<file path="src/rtl/io_uart_ctrl_if.sv">
// Processor IO port bus plus the byte-wide UART TX/RX handshake between processor and UART.
interface io_uart_ctrl_if;
  logic [7:0] IO_port_ID;
  logic [7:0] IO_write_data;
  logic       IO_write_strobe;
  logic       IO_read_strobe;
  logic [7:0] IO_read_data;
  logic [7:0] tx_data;
  logic       tx_valid;
  logic       tx_ready;
  logic [7:0] rx_data;
  logic       rx_valid;
  logic       irq_rx;

  modport master (
    output IO_port_ID, IO_write_data, IO_write_strobe, IO_read_strobe,
    output tx_ready, rx_data, rx_valid,
    input  IO_read_data, tx_data, tx_valid, irq_rx
  );

  modport slave (
    input  IO_port_ID, IO_write_data, IO_write_strobe, IO_read_strobe,
    input  tx_ready, rx_data, rx_valid,
    output IO_read_data, tx_data, tx_valid, irq_rx
  );
endinterface

</file>
<file path="src/rtl/io_uart_ctrl.sv">
// IO-port to UART bridge: TX/RX byte FIFOs, status/error ports; strobe edge to tx_valid / rx_valid to irq_rx = 1 cycle.
// Backpressure: tx_ready stalls the TX head; a push into a full FIFO without a same-cycle pop is dropped and flagged.
module io_uart_fifo #(
  parameter int DEPTH = 8,
  parameter int W     = 8
) (
  input  logic         clk,
  input  logic         rst_n,
  input  logic         push_i,
  input  logic         pop_i,
  input  logic [W-1:0] dat_i,
  output logic [W-1:0] dat_o,
  output logic         empty_o,
  output logic         full_o
);
  localparam int AW = (DEPTH > 1) ? $clog2(DEPTH) : 1;

  logic [W-1:0]  mem_q [DEPTH];
  logic [AW-1:0] wr_ptr_q, rd_ptr_q;
  logic [AW:0]   cnt_q, cnt_d;
  logic          do_push, do_pop;

  assign empty_o = (cnt_q == '0);
  assign full_o  = (cnt_q == (AW+1)'(DEPTH));
  assign do_pop  = pop_i && !empty_o;
  // A pop in the same cycle frees a slot, so a push into a full FIFO still lands.
  assign do_push = push_i && (!full_o || do_pop);
  assign dat_o   = empty_o ? '0 : mem_q[rd_ptr_q];

  always_comb begin
    cnt_d = cnt_q;
    if (do_push && !do_pop)      cnt_d = cnt_q + 1'b1;
    else if (!do_push && do_pop) cnt_d = cnt_q - 1'b1;
  end

  always_ff @(posedge clk or negedge rst_n) begin
    if (!rst_n) begin
      wr_ptr_q <= '0;
      rd_ptr_q <= '0;
      cnt_q    <= '0;
    end else begin
      if (do_push) wr_ptr_q <= wr_ptr_q + 1'b1;
      if (do_pop)  rd_ptr_q <= rd_ptr_q + 1'b1;
      cnt_q <= cnt_d;
    end
  end

  always_ff @(posedge clk) begin
    if (do_push) mem_q[wr_ptr_q] <= dat_i;
  end
endmodule

module io_uart_ctrl #(
  parameter int         FIFO_DEPTH  = 8,
  parameter logic [7:0] PORT_DATA   = 8'h01,
  parameter logic [7:0] PORT_RXSTAT = 8'h02,
  parameter logic [7:0] PORT_TXSTAT = 8'h03,
  parameter logic [7:0] PORT_ERR    = 8'h04
) (
  input logic            clk100,
  input logic            reset,
  io_uart_ctrl_if.slave  bus
);
  typedef enum logic {RD_IDLE, RD_ACTIVE} rd_state_e;

  rd_state_e  state_q, state_d;
  logic [7:0] rd_port_q, rd_port_d;
  logic       wr_stb_q, rd_stb_q;
  logic       tx_ovf_q, tx_ovf_d;
  logic       rx_ovf_q, rx_ovf_d;

  logic       tx_push, tx_pop, tx_empty, tx_full;
  logic       rx_pop, rx_empty, rx_full;
  logic [7:0] rx_head;
  logic       rd_fall, err_clr;

  assign tx_push = bus.IO_write_strobe && !wr_stb_q && (bus.IO_port_ID == PORT_DATA);
  assign tx_pop  = bus.tx_valid && bus.tx_ready;

  io_uart_fifo #(.DEPTH(FIFO_DEPTH), .W(8)) u_tx_fifo (
    .clk     (clk100),
    .rst_n   (reset),
    .push_i  (tx_push),
    .pop_i   (tx_pop),
    .dat_i   (bus.IO_write_data),
    .dat_o   (bus.tx_data),
    .empty_o (tx_empty),
    .full_o  (tx_full)
  );

  io_uart_fifo #(.DEPTH(FIFO_DEPTH), .W(8)) u_rx_fifo (
    .clk     (clk100),
    .rst_n   (reset),
    .push_i  (bus.rx_valid),
    .pop_i   (rx_pop),
    .dat_i   (bus.rx_data),
    .dat_o   (rx_head),
    .empty_o (rx_empty),
    .full_o  (rx_full)
  );

  assign bus.tx_valid = !tx_empty;
  assign bus.irq_rx   = !rx_empty;

  // Read side effects fire when the strobe drops, using the port latched at its rise.
  assign rd_fall = (state_q == RD_ACTIVE) && !bus.IO_read_strobe;
  assign rx_pop  = rd_fall && (rd_port_q == PORT_DATA) && !rx_empty;
  assign err_clr = rd_fall && (rd_port_q == PORT_ERR);

  always_comb begin
    state_d   = state_q;
    rd_port_d = rd_port_q;
    case (state_q)
      RD_IDLE: begin
        if (bus.IO_read_strobe && !rd_stb_q) begin
          state_d   = RD_ACTIVE;
          rd_port_d = bus.IO_port_ID;
        end
      end
      RD_ACTIVE: begin
        if (!bus.IO_read_strobe) state_d = RD_IDLE;
      end
      default: state_d = RD_IDLE;
    endcase
  end

  // A new overflow on the clearing edge wins over the clear.
  always_comb begin
    tx_ovf_d = tx_ovf_q;
    rx_ovf_d = rx_ovf_q;
    if (err_clr) begin
      tx_ovf_d = 1'b0;
      rx_ovf_d = 1'b0;
    end
    if (tx_push && tx_full && !tx_pop)      tx_ovf_d = 1'b1;
    if (bus.rx_valid && rx_full && !rx_pop) rx_ovf_d = 1'b1;
  end

  always_ff @(posedge clk100 or negedge reset) begin
    if (!reset) begin
      state_q   <= RD_IDLE;
      rd_port_q <= '0;
      wr_stb_q  <= 1'b0;
      rd_stb_q  <= 1'b0;
      tx_ovf_q  <= 1'b0;
      rx_ovf_q  <= 1'b0;
    end else begin
      state_q   <= state_d;
      rd_port_q <= rd_port_d;
      wr_stb_q  <= bus.IO_write_strobe;
      rd_stb_q  <= bus.IO_read_strobe;
      tx_ovf_q  <= tx_ovf_d;
      rx_ovf_q  <= rx_ovf_d;
    end
  end

  always_comb begin
    bus.IO_read_data = 8'hFF;
    if (bus.IO_read_strobe) begin
      case (bus.IO_port_ID)
        PORT_DATA:   bus.IO_read_data = rx_empty ? 8'h00 : rx_head;
        PORT_RXSTAT: bus.IO_read_data = rx_empty ? 8'h00 : 8'hFF;
        PORT_TXSTAT: bus.IO_read_data = tx_full ? 8'hFF : 8'h00;
        PORT_ERR:    bus.IO_read_data = {6'b0, rx_ovf_q, tx_ovf_q};
        default:     bus.IO_read_data = 8'hFF;
      endcase
    end
  end
endmodule

</file>
<file path="src/flat_wrapper.sv">
// flat-port wrapper written by rule: the top's interface ports become plain ports
module io_uart_ctrl_flat 
#(
  parameter int         FIFO_DEPTH  = 8,
  parameter logic [7:0] PORT_DATA   = 8'h01,
  parameter logic [7:0] PORT_RXSTAT = 8'h02,
  parameter logic [7:0] PORT_TXSTAT = 8'h03,
  parameter logic [7:0] PORT_ERR    = 8'h04
)
  (clk100, reset, bus_IO_port_ID, bus_IO_write_data, bus_IO_write_strobe, bus_IO_read_strobe, bus_tx_ready, bus_rx_data, bus_rx_valid, bus_IO_read_data, bus_tx_data, bus_tx_valid, bus_irq_rx);
  io_uart_ctrl_if bus_i ();
  input logic clk100;
  input logic reset;
  input wire logic [$bits(bus_i.IO_port_ID)-1:0] bus_IO_port_ID;
  input wire logic [$bits(bus_i.IO_write_data)-1:0] bus_IO_write_data;
  input wire logic [$bits(bus_i.IO_write_strobe)-1:0] bus_IO_write_strobe;
  input wire logic [$bits(bus_i.IO_read_strobe)-1:0] bus_IO_read_strobe;
  input wire logic [$bits(bus_i.tx_ready)-1:0] bus_tx_ready;
  input wire logic [$bits(bus_i.rx_data)-1:0] bus_rx_data;
  input wire logic [$bits(bus_i.rx_valid)-1:0] bus_rx_valid;
  output wire logic [$bits(bus_i.IO_read_data)-1:0] bus_IO_read_data;
  output wire logic [$bits(bus_i.tx_data)-1:0] bus_tx_data;
  output wire logic [$bits(bus_i.tx_valid)-1:0] bus_tx_valid;
  output wire logic [$bits(bus_i.irq_rx)-1:0] bus_irq_rx;
  assign bus_i.IO_port_ID = bus_IO_port_ID;
  assign bus_i.IO_write_data = bus_IO_write_data;
  assign bus_i.IO_write_strobe = bus_IO_write_strobe;
  assign bus_i.IO_read_strobe = bus_IO_read_strobe;
  assign bus_i.tx_ready = bus_tx_ready;
  assign bus_i.rx_data = bus_rx_data;
  assign bus_i.rx_valid = bus_rx_valid;
  assign bus_IO_read_data = bus_i.IO_read_data;
  assign bus_tx_data = bus_i.tx_data;
  assign bus_tx_valid = bus_i.tx_valid;
  assign bus_irq_rx = bus_i.irq_rx;
  io_uart_ctrl #(.FIFO_DEPTH(FIFO_DEPTH), .PORT_DATA(PORT_DATA), .PORT_RXSTAT(PORT_RXSTAT), .PORT_TXSTAT(PORT_TXSTAT), .PORT_ERR(PORT_ERR)) u_core (.clk100(clk100), .reset(reset), .bus(bus_i));
endmodule
</file>
<file path="config.mk">
export PLATFORM = sky130hd
export DESIGN_NAME = io_uart_ctrl_flat
export DESIGN_NICKNAME = d
export VERILOG_FILES = /design/src/rtl/io_uart_ctrl_if.sv /design/src/rtl/io_uart_ctrl.sv /design/src/flat_wrapper.sv
export SDC_FILE = /design/constraint.sdc
export NUM_CORES = 1
export LEC_CHECK = 0
export CAP_MARGIN = 40
export CELL_PAD_IN_SITES_DETAIL_PLACEMENT = 0
export CELL_PAD_IN_SITES_GLOBAL_PLACEMENT = 1
export CORE_UTILIZATION = 45
export DETAILED_ROUTE_END_ITERATION = 6
export PLACE_DENSITY_LB_ADDON = 0.1
export SLEW_MARGIN = 15
export SYNTH_ARGS = -nofsm -noshare
export SYNTH_HDL_FRONTEND = slang
export SYNTH_SLANG_ARGS = --single-unit
</file>
<file path="constraint.sdc">
create_clock -name clk100 -period 3.02 [get_ports clk100]
set_input_delay 0.755 -clock clk100 [delete_from_list [all_inputs] [get_ports clk100]]
set_output_delay 0.755 -clock clk100 [all_outputs]
set_load 0.01 [all_outputs]
</file>
### Yosys cells after proc, flatten, opt, wreduce, memory -nomap -nowiden

Memories as Yosys holds them, arrays and structs flattened.
Cells that the tools add are included.

| cells by class | value |
|---|---|
| reduce and logical (&&, ||, !) cells | 42 |
| multiplexer cells | 20 |
| bitwise logic cells | 1 |
| add/subtract/negate cells | 8 |
| equality and inequality tests | 8 |

Operator list:

| cell | number |
|---|---|
| 8-bit 2-to-1 mux | 5 |
| 8-bit case mux with 4 select lines | 1 |
| 1-bit logical AND | 20 |
| 8-bit by 1-bit equality test with 1-bit output (second input constant) | 2 |
| 8-bit by 2-bit equality test with 1-bit output (second input constant) | 2 |
| 8-bit by 3-bit equality test with 1-bit output (second input constant) | 2 |
| 4-bit 2-to-1 mux | 4 |
| 1-bit zero test | 13 |
| 3-bit by 1-bit adder with 3-bit output (second input constant) | 4 |
| 1-bit 2-to-1 mux | 9 |
| 4-bit by 1-bit adder with 4-bit output (second input constant) | 2 |
| 4-bit equality test (second input constant) | 2 |
| 4-bit zero test | 2 |
| 2-bit nonzero test | 4 |
| 4-bit by 1-bit subtractor with 4-bit output (second input constant) | 2 |
| 1-bit logical OR | 2 |
| 1-bit case mux with 2 select lines | 1 |
| 2-bit AND reduction | 1 |
| 1-bit NOT | 1 |

| word-level totals | value |
|---|---|
| output and inout port bits | 18 |
| memory bits (writable) | 128 |
| bits of input ports | 30 |
| register bits after elaboration | 33 |
| memories kept | 2 |

Memories:

| memory | words | width | read ports | clocked after memory_dff | wr ports | RTL line | source |
|---|---|---|---|---|---|---|---|
| u_core.u_rx_fifo.mem_q | 8 | 8 | 1 | 0 | 1 | io_uart_ctrl.sv:18 | `logic [W-1:0] mem_q [DEPTH];` |
| u_core.u_tx_fifo.mem_q | 8 | 8 | 1 | 0 | 1 | io_uart_ctrl.sv:18 |  |

### Depth between registers and ports, before layout

| logic depth | value |
|---|---|
| depth after elaboration | 11 |
| gate-level depth with buffers | 12 |
| gate-level depth less buffers | 11 |

### Modules after synthesis

From an unflattened synthesis, not the netlist that was laid out.

| second synthesis, totals | value |
|---|---|
| cells, all modules | 373 |
| area total of the unflattened synthesis | 6799.0 um2 |

Modules (own cells, without submodules):

| module | area an instance (um2) | cells an instance | times used |
|---|---|---|---|
| io_uart_fifo | 3056.7 | 158 | 2 |
| io_uart_ctrl | 685.7 | 57 | 1 |

### Worst setup path after synthesis

Ideal clock, no wire load.

| path | value |
|---|---|
| path kind | input -> register |
| start | input bus_IO_port_ID[5] |
| end | register u_core.u_tx_fifo.cnt_q[3] |
| data arrival time | 3.105 ns |
| data required time | 2.884 ns |
| cell stages on the path | 10 |
| buffers on the path | 0 |
| slack | -0.221 ns |
| library setup time | 0.136 ns |
| path through | or4_4 nor4_4 nand2_4 inv_1 ha_1 inv_1 ha_1 a21o_1 a2111oi_0 o31ai_1 |

| on the way | value |
|---|---|
| cells in the longest elaborated chain, start to end | 6 |

RTL lines:

| what | RTL line | source |
|---|---|---|
| start: declaration | flat_wrapper.sv:14 | `input wire logic [$bits(bus_i.IO_port_ID)-1:0] bus_IO_port_ID;` |
| 8-bit by 1-bit equality test with 1-bit output * | io_uart_ctrl.sv:77 | `assign tx_push = bus.IO_write_strobe && !wr_stb_q && (bus.IO_port_ID == PORT_DATA);` |
| 1-bit logical AND * | io_uart_ctrl.sv:77 |  |
| 1-bit logical AND * | io_uart_ctrl.sv:27 | `assign do_push = push_i && (!full_o \|\| do_pop);` |
| via u_core.u_tx_fifo.do_push | io_uart_ctrl.sv:21 | `logic do_push, do_pop;` |
| 1-bit zero test | io_uart_ctrl.sv:33 | `else if (!do_push && do_pop) cnt_d = cnt_q - 1'b1;` |
| 1-bit logical AND | io_uart_ctrl.sv:33 |  |
| 2-bit nonzero test (no line) | - |  |
| end signal: assignment | io_uart_ctrl.sv:44 | `cnt_q <= cnt_d;` |
| end: declaration | io_uart_ctrl.sv:20 | `logic [AW:0] cnt_q, cnt_d;` |

Mark *: on every way through the listed nets, which the timed path passes. The rest lies on a longest branch.
A chain may end at the register's enable or synchronous reset.

### Worst setup path after layout

| path | value |
|---|---|
| start | input bus_IO_port_ID[6] |
| end | output bus_IO_read_data[0] |

| on the way | value |
|---|---|
| cells in the longest elaborated chain, start to end | 3 |

RTL lines:

| what | RTL line | source |
|---|---|---|
| 8-bit by 3-bit equality test with 1-bit output (tied with other cells) | io_uart_ctrl.sv:160 | `case (bus.IO_port_ID)` |
| 8-bit case mux with 4 select lines * | io_uart_ctrl.sv:160 |  |
| 8-bit 2-to-1 mux * | io_uart_ctrl.sv:159 | `if (bus.IO_read_strobe) begin` |
| end: declaration | flat_wrapper.sv:21 | `output wire logic [$bits(bus_i.IO_read_data)-1:0] bus_IO_read_data;` |

Mark *: on every way between the ends. The rest lies on a longest branch, timed or not.

==> results by group <==
Outcome
  • Status: complete, no violations

Worst setup path
  • Worst R2R End: u_core.u_tx_fifo.cnt_q[3]
  • Reg2reg setup slack: around 0.4 ns
  • Crit. End Element: primary output
  • Largest incremental delay on the critical path: around 0.44 ns
  • Reg2reg start: u_core.u_tx_fifo.cnt_q[1]
  • Setup CP Type: in2out
  • CP max FO: 8
  • Startpoint type of the worst setup path: input pin
  • Crit path buffers/inverters: 3
  • Slowest CP cell: or4_4
  • WP data arrival: roughly 2.2 ns
  • Crit. Startpoint: bus_IO_port_ID[6]
  • Reg2reg path depth: 11
  • Crit path max-delay family: simple AND/OR/NAND/NOR gates
  • CP cell instances: dlygate4sd2_1 > or4_4 > nor2_4 > and4b_1 > buf_12 > o211ai_1 > buf_2
  • CP required: roughly 2.3 ns

Drt
  • DRC violations left: 0
  • Drt initial violations: 230
  • Wirelength per Cell: 18.9 µm
  • Routed WL: about 13000 µm
  • Via-per-instance ratio: between 5 and 6
  • DRT Pass-1 Iters: 4
  • Vias post-DR: 3673
  • ANT nets after route: 0

Layout
  • Final Util: 0.590
  • Area growth from synthesis to layout: 27.8%
  • Post-Layout Cell Count: just under 700
  • Commonest cells after routing, fill and taps aside: 128 x edfxtp_1, 59 x buf_4, 32 x mux4_2, 32 x dfrtp_1, 24 x clkdlybuf4s50_1
  • # nets final: ~530
  • Ant diodes: 0
  • Layout cells sized above 1: 0.352
  • Most common cell after layout, fill and taps aside: edfxtp_1

Logic synthesis
  • Post-synthesis async set-or-reset flop share: 0.205
  • Post-Syn Area: between 6000 and 7000 µm²
  • Seq/Total Area, Yosys: 0.697
  • Synthesized Nets: approximately 410
  • Post-synth top area share: 0.573
  • Syn Inst Count: around 370
  • Top cells by area, synth: edfxtp_1 57%, dfrtp_1 12%, mux4_2 11%
  • #FFs+latches synth: between 150 and 200
  • Yosys warning total: 0
  • Post-synth EDFFs: approximately 130
  • Prevailing post-synth register cell: edfxtp_1
  • Synth cell types: 45
  • Synth area leader: edfxtp_1
  • Mean area per synthesized cell: roughly 18 µm²

Timing
  • Setup TNS: 0 ns
  • Final setup vio count: 0
  • Maximum clock rate: around 0.34 GHz
  • Slew @ Worst Pin: around 0.62 ns
  • Final hold violations: 0
  • RSZ-0062 raised after global routing: yes
  • Max-slew violations: 0
  • Final min period: roughly 3.0 ns
  • Clk_skew: around 0.0074 ns
  • Post-route clock period utilization: 0.980
  • Slew HR: 0.588
  • Worst hold margin: around 0.48 ns

Hold path
  • Worst min-delay path class: reg2reg
  • End of the worst hold path: u_core.state_q
  • Hold path depth: 1
  • Min-delay src: u_core.rd_stb_q

Clock tree
  • TritonCTS clock tree: done
  • Clk_lat worst skew: ~0.4 ns
  • CTS sink count: roughly 160
  • CTS Buf Count: 17
  • H-tree depth: 4
  • Longest Clk Path Bufs: 2
  • CTS Root Buffer Type: clkbuf_16
  • Clock slew at reported path FFs: roughly 0.060 ns
  • Hold Buf Count CTS: 0

Power
  • Combinational Power Share: 0.275
  • Power per Cell Area: 793 nW/µm²
  • Int Power: around 5 mW
  • Clock share of power: 0.309
  • Part of the power in registers: 0.416
  • Switching pwr: ~1.9 mW
  • Leakage: a little over 3 nW
  • Sw Ratio: 0.274
  • Max IR drop VDD: between 0.4 and 0.5 mV
  • Design Power: about 6.8 mW

Place
  • Post-placement cell count: between 600 and 700
  • GP Congestion: 0.733
  • Port Buffers: 47
  • Hpwl dp: ~8500 µm

Die
  • Die Ht: about 120 µm
  • Die Wd: 124 µm
  • Rows: 44
  • Core area: 14500 µm²
  • Initial core utilization: 0.461
  • Die Area: about 15000 µm²
  • I/O pin count: 48

GRT
  • Largest net degree at the start of global routing: 34
  • Overall Global Routing Usage: 0.188
  • Vias in the first global route: 3797
  • Gr ovfl total: 0
  • Initial antenna violation count: 0
  • First-pass GRT wire length: between 20000 and 25000 µm

Flow run
  • Max_cap viols: 0
==> Yosys cell counts (all sizes together), types with 3 or more instances <==
cell type	number
edfxtp	128
inv	6
o211ai	4
nand2b	4
nor3b	3
nor2	17
buf	7
nand3	6
clkbuf	8
mux2i	18
mux4	32
dfrtp	33
nand2	12
o21ai	11
mux2	14
nor3	14
nor4	5
xnor2	13
ha	10
==> power groups by stage <==
stage	clock (mW)	sequential, mW	combinational [mW]
after detailed placement	0	2.87	1.82
final	2.10	2.83	1.87
after floorplan	0	2.83	1.07
after global routing	2.25	2.85	2.06
after CTS	2.15	2.83	1.88
after global placement	0	2.86	1.78
==> registers in the layout, indices dropped and copies added, names as in the netlist <==
signal and cells:
u_core.u_tx_fifo.wr_ptr_q 3, u_core.u_rx_fifo.rd_ptr_q 3, u_core.u_tx_fifo.rd_ptr_q 3, u_core.u_rx_fifo.mem_q 64, u_core.rd_port_q 8, u_core.wr_stb_q 1, u_core.u_tx_fifo.cnt_q 4, u_core.u_rx_fifo.wr_ptr_q 3
u_core.rx_ovf_q 1, u_core.tx_ovf_q 1, u_core.state_q 1, u_core.rd_stb_q 1, u_core.u_rx_fifo.cnt_q 4, u_core.u_tx_fifo.mem_q 64
==> cell families after synthesis <==
group           count (synthesis)  share of synthesized area
compound gates                 27                     0.0271
xor+xnor                       13                     0.0170
fa+ha+maj                      12                     0.0246
buf+inv                        21                     0.0127
flops                         161                      0.697
mux                            64                      0.158
simple gates                   73                     0.0636
==> how the worst max path moves through the flow <==
stage	cells past startpoint	endpoint	slack (ns)
after floorplan	11	u_core.u_tx_fifo.cnt_q[3]	-0.05
after global placement	7	bus_IO_read_data[0]	-0.62
after detailed placement	7	bus_IO_read_data[0]	-0.64
after CTS	5	bus_tx_data[7]	0.004
after global routing	13	u_core.u_rx_fifo.cnt_q[3]	-0.04
final	7	bus_IO_read_data[0]	0.06
==> through the flow <==
stage | cell area, µm² | worst slack (ns)
final | 8570 | 0.0614
after global routing | 8570 | -0.0441
after CTS | 8520 | 0.00398
after detailed placement | 7910 | -0.640
after global placement | 7910 | -0.618
after floorplan | 6730 | -0.0516
==> what timing repair did <==
action | 4_1_cts | 5_1_grt
setup endpoints to repair | 20 | 18
resized for setup | 59 | 12
gates cloned | 1 | 0
setup buffers | 2 | 1
pin swaps | 6 | 2
==> final cells by class <==
cell class                      instances  area [µm²]
Fill cell                            1159        5960
Sequential cell                       161        4670
Multi-Input combinational cell        189        2030
Timing Repair Buffer                  115        1040
Clock buffer                           18         429
Tap cell                              184         230
Clock inverter                         14         154
Inverter                                6        22.5
==> routing by layer <==
layer	part of all wire	track usage	vias up
li1	-	-	1727
met1	0.43	0.238	1888
met2	0.53	0.323	47
met3	0.024	0.0375	11
met4	0.0092	0.0625	0
met5	0	0	-
(Power assumes the default switching activity.)
